--- config.mk ---
export PLATFORM = sky130hd
export DESIGN_NAME = enemy_tiro_ctrl
export DESIGN_NICKNAME = d
export VERILOG_FILES = /design/src/rtl/tiro_pkg.sv /design/src/rtl/tiro_slot.sv /design/src/rtl/enemy_tiro_ctrl.sv
export SDC_FILE = /design/constraint.sdc
export NUM_CORES = 1
export LEC_CHECK = 0
export CORE_UTILIZATION = 57
export DETAILED_ROUTE_END_ITERATION = 10
export GPL_ROUTABILITY_DRIVEN = 1
export PLACE_DENSITY = 0.8
export SLEW_MARGIN = 20
export SYNTH_ARGS = -nofsm -noshare
export SYNTH_HDL_FRONTEND = slang
export SYNTH_SLANG_ARGS = --single-unit
export TNS_END_PERCENT = 30
--- constraint.sdc ---
create_clock -name clk -period 4.1 [get_ports clk]
set_input_delay 0.41 -clock clk [delete_from_list [all_inputs] [get_ports clk]]
set_output_delay 0.41 -clock clk [all_outputs]
set_load 0.01 [all_outputs]
--- src/rtl/tiro_pkg.sv ---
// Shared types and constants for the enemy projectile controller.
package tiro_pkg;

    localparam int W_PIX = 10;

    localparam logic [1:0] EJ_RODANDO = 2'd1;
    localparam logic [1:0] EJ_VENCEU  = 2'd2;
    localparam logic [1:0] EJ_PERDEU  = 2'd3;

    typedef enum logic [2:0] {
        PARADO,
        CORRENDO,
        ATINGIDO,
        MORTO,
        INVULNERAVEL
    } estado_t;

    // 1-D interval overlap of [a,a+aw) and [b,b+bw); 11-bit sums keep edges from wrapping.
    function automatic logic sobrepoe(
        input logic [W_PIX-1:0] a,
        input logic [W_PIX-1:0] aw,
        input logic [W_PIX-1:0] b,
        input logic [W_PIX-1:0] bw
    );
        logic [W_PIX:0] a_fim;
        logic [W_PIX:0] b_fim;
        a_fim = {1'b0, a} + {1'b0, aw};
        b_fim = {1'b0, b} + {1'b0, bw};
        return ({1'b0, a} < b_fim) && ({1'b0, b} < a_fim);
    endfunction

endpackage

--- src/rtl/tiro_slot.sv ---
// One enemy projectile register: load on spawn, fall by VEL per step,
// free itself at the screen bottom, and report overlap with the player.
module tiro_slot
    import tiro_pkg::*;
#(
    parameter logic [W_PIX-1:0] TIRO_W      = 10'd2,
    parameter logic [W_PIX-1:0] TIRO_H      = 10'd8,
    parameter logic [W_PIX-1:0] VEL         = 10'd4,
    parameter logic [W_PIX-1:0] ALTURA_TELA = 10'd480
) (
    input  logic             clk,
    input  logic             reset,
    input  logic             clr,
    input  logic             load,
    input  logic             step,
    input  logic [W_PIX-1:0] load_x,
    input  logic [W_PIX-1:0] load_y,
    input  logic [W_PIX-1:0] jogador_x,
    input  logic [W_PIX-1:0] jogador_y,
    input  logic [W_PIX-1:0] jogador_w,
    input  logic [W_PIX-1:0] jogador_h,
    output logic             ativo,
    output logic [W_PIX-1:0] x,
    output logic [W_PIX-1:0] y,
    output logic             hit
);

    logic             ativo_reg;
    logic [W_PIX-1:0] x_reg;
    logic [W_PIX-1:0] y_reg;
    logic [W_PIX:0]   y_passo;

    assign y_passo = {1'b0, y_reg} + {1'b0, VEL};

    always_ff @(posedge clk or negedge reset) begin
        if (!reset) begin
            ativo_reg <= 1'b0;
            x_reg     <= '0;
            y_reg     <= '0;
        end else if (clr) begin
            ativo_reg <= 1'b0;
            x_reg     <= '0;
            y_reg     <= '0;
        end else if (load) begin
            ativo_reg <= 1'b1;
            x_reg     <= load_x;
            y_reg     <= load_y;
        end else if (step && ativo_reg) begin
            // A projectile leaving the screen is freed; its last y is kept.
            if (y_passo >= {1'b0, ALTURA_TELA}) begin
                ativo_reg <= 1'b0;
            end else begin
                y_reg <= y_passo[W_PIX-1:0];
            end
        end
    end

    assign ativo = ativo_reg;
    assign x     = x_reg;
    assign y     = y_reg;
    assign hit   = ativo_reg
                 && sobrepoe(x_reg, TIRO_W, jogador_x, jogador_w)
                 && sobrepoe(y_reg, TIRO_H, jogador_y, jogador_h);

endmodule

--- src/rtl/enemy_tiro_ctrl.sv ---
// Enemy projectile controller: spawns shots under the selected invader, moves
// them, detects player hits. Optional lives/invulnerability via ENEMY_TIRO_VIDAS_EN.
module enemy_tiro_ctrl
    import tiro_pkg::*;
#(
    parameter int               LINHAS      = 4,
    parameter int               COLUNAS     = 8,
    parameter int               N_TIROS     = 4,
    parameter logic [W_PIX-1:0] ESP_X       = 10'd40,
    parameter logic [W_PIX-1:0] ESP_Y       = 10'd32,
    parameter logic [W_PIX-1:0] ENEMY_W     = 10'd24,
    parameter logic [W_PIX-1:0] ENEMY_H     = 10'd16,
    parameter logic [W_PIX-1:0] TIRO_W      = 10'd2,
    parameter logic [W_PIX-1:0] TIRO_H      = 10'd8,
    parameter logic [19:0]      PASSO       = 20'd250000,
    parameter logic [W_PIX-1:0] VEL         = 10'd4,
    parameter logic [W_PIX-1:0] ALTURA_TELA = 10'd480
) (
    input  logic                     clk,
    input  logic                     reset,
    input  logic                     restart,
    input  logic [1:0]               estado_jogo,
    input  logic                     tiro_valid,
    input  logic [5:0]               ID_enemy_tiro_X,
    input  logic [5:0]               ID_enemy_tiro_Y,
    input  logic [W_PIX-1:0]         formacao_x,
    input  logic [W_PIX-1:0]         formacao_y,
    input  logic [W_PIX-1:0]         jogador_x,
    input  logic [W_PIX-1:0]         jogador_y,
    input  logic [W_PIX-1:0]         jogador_w,
    input  logic [W_PIX-1:0]         jogador_h,
    output logic                     jogador_vivo,
    output logic [N_TIROS-1:0]       tiro_ativo,
    output logic [W_PIX*N_TIROS-1:0] tiro_x,
    output logic [W_PIX*N_TIROS-1:0] tiro_y
`ifdef ENEMY_TIRO_VIDAS_EN
    ,
    output logic [1:0]               vidas
`endif
);

    localparam int unsigned N_INV = LINHAS * COLUNAS;

    estado_t             state_reg;
    estado_t             state_next;
    logic                vivo_reg;
    logic                vivo_next;
    logic [19:0]         cnt_reg;
    logic                running;
    logic                step;
    logic                clr_all;
    logic                spawn_ok;
    logic                hit_any;
    logic                idx_ok;
    logic [5:0]          col;
    logic [W_PIX-1:0]    spawn_x;
    logic [W_PIX-1:0]    spawn_y;
    logic [N_TIROS-1:0]  slot_hit;
    logic [N_TIROS-1:0]  free_onehot;
    logic [N_TIROS-1:0]  load_vec;

    assign idx_ok  = 32'(ID_enemy_tiro_X) < N_INV;
    assign col     = ID_enemy_tiro_X - 6'(32'(ID_enemy_tiro_Y) * COLUNAS);
    assign spawn_x = formacao_x + W_PIX'(col) * ESP_X + (ENEMY_W >> 1);
    assign spawn_y = formacao_y + W_PIX'(ID_enemy_tiro_Y) * ESP_Y + ENEMY_H;

    assign running = (state_reg == CORRENDO) || (state_reg == INVULNERAVEL);
    assign step    = running && (cnt_reg == PASSO - 20'd1);
    assign hit_any = (state_reg == CORRENDO) && (|slot_hit);

    // Lowest-index free slot, taken from registered occupancy so a slot freed
    // by movement on this edge is not reused until the next one.
    always_comb begin
        free_onehot = '0;
        for (int i = N_TIROS - 1; i >= 0; i--) begin
            if (!tiro_ativo[i]) begin
                free_onehot    = '0;
                free_onehot[i] = 1'b1;
            end
        end
    end

    assign load_vec = spawn_ok ? free_onehot : '0;

`ifdef ENEMY_TIRO_VIDAS_EN
    localparam logic [31:0] INV_CICLOS = 32'd120 * 32'(PASSO);

    logic [1:0]  vidas_reg;
    logic [1:0]  vidas_next;
    logic [31:0] inv_cnt_reg;
    logic        inv_fim;

    assign inv_fim = inv_cnt_reg == INV_CICLOS - 32'd1;
    assign vidas   = vidas_reg;

    always_ff @(posedge clk or negedge reset) begin
        if (!reset) begin
            vidas_reg   <= 2'd3;
            inv_cnt_reg <= '0;
        end else begin
            vidas_reg   <= vidas_next;
            inv_cnt_reg <= (!restart && state_reg == INVULNERAVEL) ? inv_cnt_reg + 32'd1 : '0;
        end
    end
`endif

    always_comb begin
        state_next = state_reg;
        vivo_next  = vivo_reg;
        clr_all    = 1'b0;
        spawn_ok   = 1'b0;
`ifdef ENEMY_TIRO_VIDAS_EN
        vidas_next = vidas_reg;
`endif
        if (restart) begin
            state_next = PARADO;
            vivo_next  = 1'b1;
            clr_all    = 1'b1;
`ifdef ENEMY_TIRO_VIDAS_EN
            vidas_next = 2'd3;
`endif
        end else begin
            unique case (state_reg)
                PARADO: begin
                    if (estado_jogo == EJ_RODANDO) state_next = CORRENDO;
                end
                CORRENDO: begin
                    if (hit_any) begin
                        clr_all = 1'b1;
`ifdef ENEMY_TIRO_VIDAS_EN
                        if (vidas_reg > 2'd1) begin
                            vidas_next = vidas_reg - 2'd1;
                            state_next = INVULNERAVEL;
                        end else begin
                            vidas_next = 2'd0;
                            vivo_next  = 1'b0;
                            state_next = ATINGIDO;
                        end
`else
                        vivo_next  = 1'b0;
                        state_next = ATINGIDO;
`endif
                    end else begin
                        spawn_ok = tiro_valid && idx_ok;
                        if (estado_jogo != EJ_RODANDO) state_next = PARADO;
                    end
                end
                ATINGIDO: begin
                    clr_all    = 1'b1;
                    vivo_next  = 1'b0;
                    state_next = MORTO;
                end
                MORTO: begin
                    vivo_next = 1'b0;
                end
`ifdef ENEMY_TIRO_VIDAS_EN
                INVULNERAVEL: begin
                    spawn_ok = tiro_valid && idx_ok;
                    if (inv_fim) state_next = CORRENDO;
                end
`endif
                default: begin
                    state_next = PARADO;
                end
            endcase
        end
    end

    always_ff @(posedge clk or negedge reset) begin
        if (!reset) begin
            state_reg <= PARADO;
            vivo_reg  <= 1'b1;
            cnt_reg   <= '0;
        end else begin
            state_reg <= state_next;
            vivo_reg  <= vivo_next;
            if (restart) begin
                cnt_reg <= '0;
            end else if (running) begin
                cnt_reg <= step ? '0 : cnt_reg + 20'd1;
            end
        end
    end

    assign jogador_vivo = vivo_reg;

    for (genvar gi = 0; gi < N_TIROS; gi++) begin : g_slot
        tiro_slot #(
            .TIRO_W      (TIRO_W),
            .TIRO_H      (TIRO_H),
            .VEL         (VEL),
            .ALTURA_TELA (ALTURA_TELA)
        ) u_slot (
            .clk       (clk),
            .reset     (reset),
            .clr       (clr_all),
            .load      (load_vec[gi]),
            .step      (step),
            .load_x    (spawn_x),
            .load_y    (spawn_y),
            .jogador_x (jogador_x),
            .jogador_y (jogador_y),
            .jogador_w (jogador_w),
            .jogador_h (jogador_h),
            .ativo     (tiro_ativo[gi]),
            .x         (tiro_x[gi*W_PIX +: W_PIX]),
            .y         (tiro_y[gi*W_PIX +: W_PIX]),
            .hit       (slot_hit[gi])
        );
    end

endmodule
==> flow_summary.yaml <==
floorplan:
  rows: 51
  dieArea_um2: 20700
  start_util_pct: 58.5
  die_w_um: 144
  die_y_um: 144
  io_pins: 163
  core_area_um2: 19600
critical_path:
  crit_path_start_kind: "input port"
  arrival_ps: 4370
  crit_chain: "buf_6 -> ha_4 -> fa_2 -> a211oi_2 -> o21bai_1 -> a21oi_1 -> xor2_1 -> ha_1 -> buf_6 -> a2111oi_4 -> o21ai_1 -> a211oi_2 -> o221ai_2 -> a221o_1 -> o2bb2ai_4 -> buf_6 -> nor4b_4 -> buf_6 -> buf_6 -> mux2i_1 -> nor2_1"
  cp_common_cell: "buf_6"
  criticalPathCategory: "in2reg"
  crit_fanout: 7
  cp_slowest_stage_delay_ps: 370
  crit_required_ps: 4340
  cpMaxStageDelayCell: "fa_2"
  critPathCaptureType: "register"
sta:
  rsz0062_at_grt: "yes"
  setup_tns_ps: -280
  hold_viol: 0
  slew_violations: 0
  final.setup.worst_slack_ps: -36.5
  tightest_slew_ps: 945
  min_period_ps: 4140
  period_share_pct: 101
  relSlewSlack_pct: 36.6
  fmax_mhz: 242
  worst_clock_skew_ps: 4.96
  setup_viol: 19
detailed_routing:
  postRouteAntennaNets: 0
  vias: 11300
  drt_iter0_drc: 754
  drt-total-wl_um: 36800
  drtPass1Iterations: 5
  viasPerCell: 6.16
  wl_per_cell_um: 20.1
  drc: 0
placement:
  dpl.cell_count: 1801
  placed_cell_area_um2: 14400
  port_buffers: 161
  place_hpwl_um: 27700
  gp_congestion: 0.961
clock_tree:
  clkTransAtPathRegs_ps: 70
  insertion_delay_ps: 350
  h-tree-depth: 3
  clock_sinks: 107
  postCtsHoldBufs: 0
  cts-root-buf: "clkbuf_16"
  clk_path_buf_depth: 2
  cts_buffers: 9
  cts_tree: "done"
final_layout:
  instances_no_fill: 1833
  n_antenna_cell: 0
  drive_gt1_share_pct: 18.2
  fin_area_um2: 15300
  finalNetCount: 1845
  area_growth_pct: 33.5
global_route:
  grt_pass1_wl_um: 56800
  grt_pass1_vias: 10900
  antenna_found_initial: 0
  grt_max_degree: 69
  grt_remaining_overflow: 0
  grt_usage_pct: 35.8
status:
  status: "complete, but fails checks"
  violations: "setup timing"
power:
  p_leak_nw: 6.86
  finalPower_mw: 3.46
  vdd_ir_drop_max_mv: 0.210
  power_density_nw_per_um2: 226
synthesis:
  synth_cell_type_count: 87
  synth_warnings: 0
  synth_cells: 1268
  synth.largest_area_cell: "dfrtp_1"
  synthesis.area_um2: 11500
  synth.avg_cell_area_um2: 9.03
  yosysSeqAreaShare_pct: 23.4
  synth_area_leaders: "dfrtp_1 (23%), ha_1 (22%), mux2i_1 (5.9%)"
  synth.most_common_cell: "ha_1"
  synth.top_cell.area_share_pct: 23.2
  synth_flop_cell: "dfrtp_1"
  netlist_top_cells_count: "ha_1 (197), nor2_1 (139), dfrtp_1 (106)"
  syn-num-nets: 1549
  synth-edff-count: 0
  async_reset_ff_share_pct: 100
  synth-seq-cells: 107
job:
  maxCapViolCount: 0
hold_path:
  hp-class: "in2async"
final cells by class:
| class | count | area [µm²] |
|---|---|---|
| clock buffers | 13 | 250 |
| clock inverters | 2 | 12.5 |
| fillers | 1273 | 4310 |
| inverters | 51 | 191 |
| multi-input cells | 1067 | 8760 |
| flip-flops and latches | 107 | 2680 |
| well taps | 265 | 332 |
| repair buffers | 328 | 3060 |
kinds of logic (layout without fill, tap and decap cells):
kind of cell / after synthesis / count (layout) / synth area share, %
flip-flops: 107 / 107 / 23.4
XOR/XNOR: 123 / 123 / 9.41
adder cells (fa/ha/maj): 205 / 205 / 22.7
AND/OR/NAND/NOR: 388 / 388 / 16.7
AO/OA/AOI/OAI: 279 / 279 / 17.3
buffers and inverters: 94 / 394 / 4.03
multiplexers: 72 / 72 / 6.38
layer usage:
layer / global-route usage, % / wire (µm) / part of all wire, % / vias up
met1: 42.2 / 14400 / 39 / 5386
met5: 0 / 0 / 0 / -
li1: - / - / - / 5222
met2: 59.4 / 17300 / 47 / 528
met4: 24.1 / 2480 / 6.7 / 0
met3: 6.66 / 2640 / 7.2 / 162
critical path: cells and delay by family:
kind / cells / cell delay [ps]
AOI/OAI and AO/OA: 9 / 1920
adders and majority gates: 3 / 830
buffers and inverters: 5 / 630
xor gates and xnor gates: 1 / 270
muxes: 1 / 170
and+or+nand+nor: 2 / 130
layout by cell type, fill, tap and decap left out, types with 10 or more instances in the layout:
| cell | instances |
|---|---|
| nor3_1 | 19 |
| ha_1 | 182 |
| a31oi_1 | 14 |
| nand4_1 | 13 |
| o211ai_1 | 13 |
| a211oi_2 | 12 |
| a21oi_1 | 44 |
| inv_1 | 51 |
| o21a_1 | 18 |
| o21ai_0 | 38 |
| a211oi_1 | 17 |
| xor2_1 | 59 |
| dlygate4sd2_1 | 10 |
| a21o_1 | 39 |
| buf_6 | 16 |
| mux2i_1 | 62 |
| nand2_1 | 60 |
| clkbuf_16 | 10 |
| clkdlybuf4s50_1 | 142 |
| nor2_1 | 132 |
| buf_4 | 144 |
| nand3_1 | 63 |
| and3_1 | 22 |
| ha_4 | 14 |
| dfrtp_1 | 106 |
| xnor2_1 | 59 |
| nand2b_1 | 22 |
| o21ai_1 | 15 |
worst paths after layout:
kind                                                      to                              start  slack (ps)  cells after the start
setup / recovery           g_slot[1].u_slot.y[5]$_DFFE_PN0P_                       jogador_y[0]         -40                     21
hold / removal             g_slot[3].u_slot.y[8]$_DFFE_PN0P_                              reset         170                      1
setup reg to reg           g_slot[3].u_slot.y[8]$_DFFE_PN0P_  g_slot[0].u_slot.x[1]$_DFFE_PN0P_         190                     16
hold reg to reg                     jogador_vivo$_DFFE_PN1P_           jogador_vivo$_DFFE_PN1P_         510                      1
max in group asynchronous  g_slot[1].u_slot.x[0]$_DFFE_PN0P_                              reset        2890                      2
min in group clk                    jogador_vivo$_DFFE_PN1P_           jogador_vivo$_DFFE_PN1P_         510                      1
through the flow:
stage	worst slack [ps]	util, %	hold WS (ps)
6_report	-36.5	78.0	171
5_1_grt	-220	78.0	245
4_1_cts	-14.9	76.9	204
3_5_place_dp	-928	73.3	505
3_3_place_gp	-836	73.3	501
2_1_floorplan	-115	-	114
power by group:
part | leakage [nW] | switching [mW] | total, mW | internal [mW]
Clock | 0.126 | 0.382 | 0.807 | 0.426
Sequential | 1.49 | 0.0399 | 1.13 | 1.09
Combinational | 5.25 | 0.821 | 1.52 | 0.703
timing repair:
item	in CTS	in global routing
hold endpoints to repair	0	0
gates resized for setup	97	46
cloned	1	1
endpoints found under the setup margin	87	87
pin swaps	42	46
setup buffers	16	2
(Power assumes the default switching activity.)
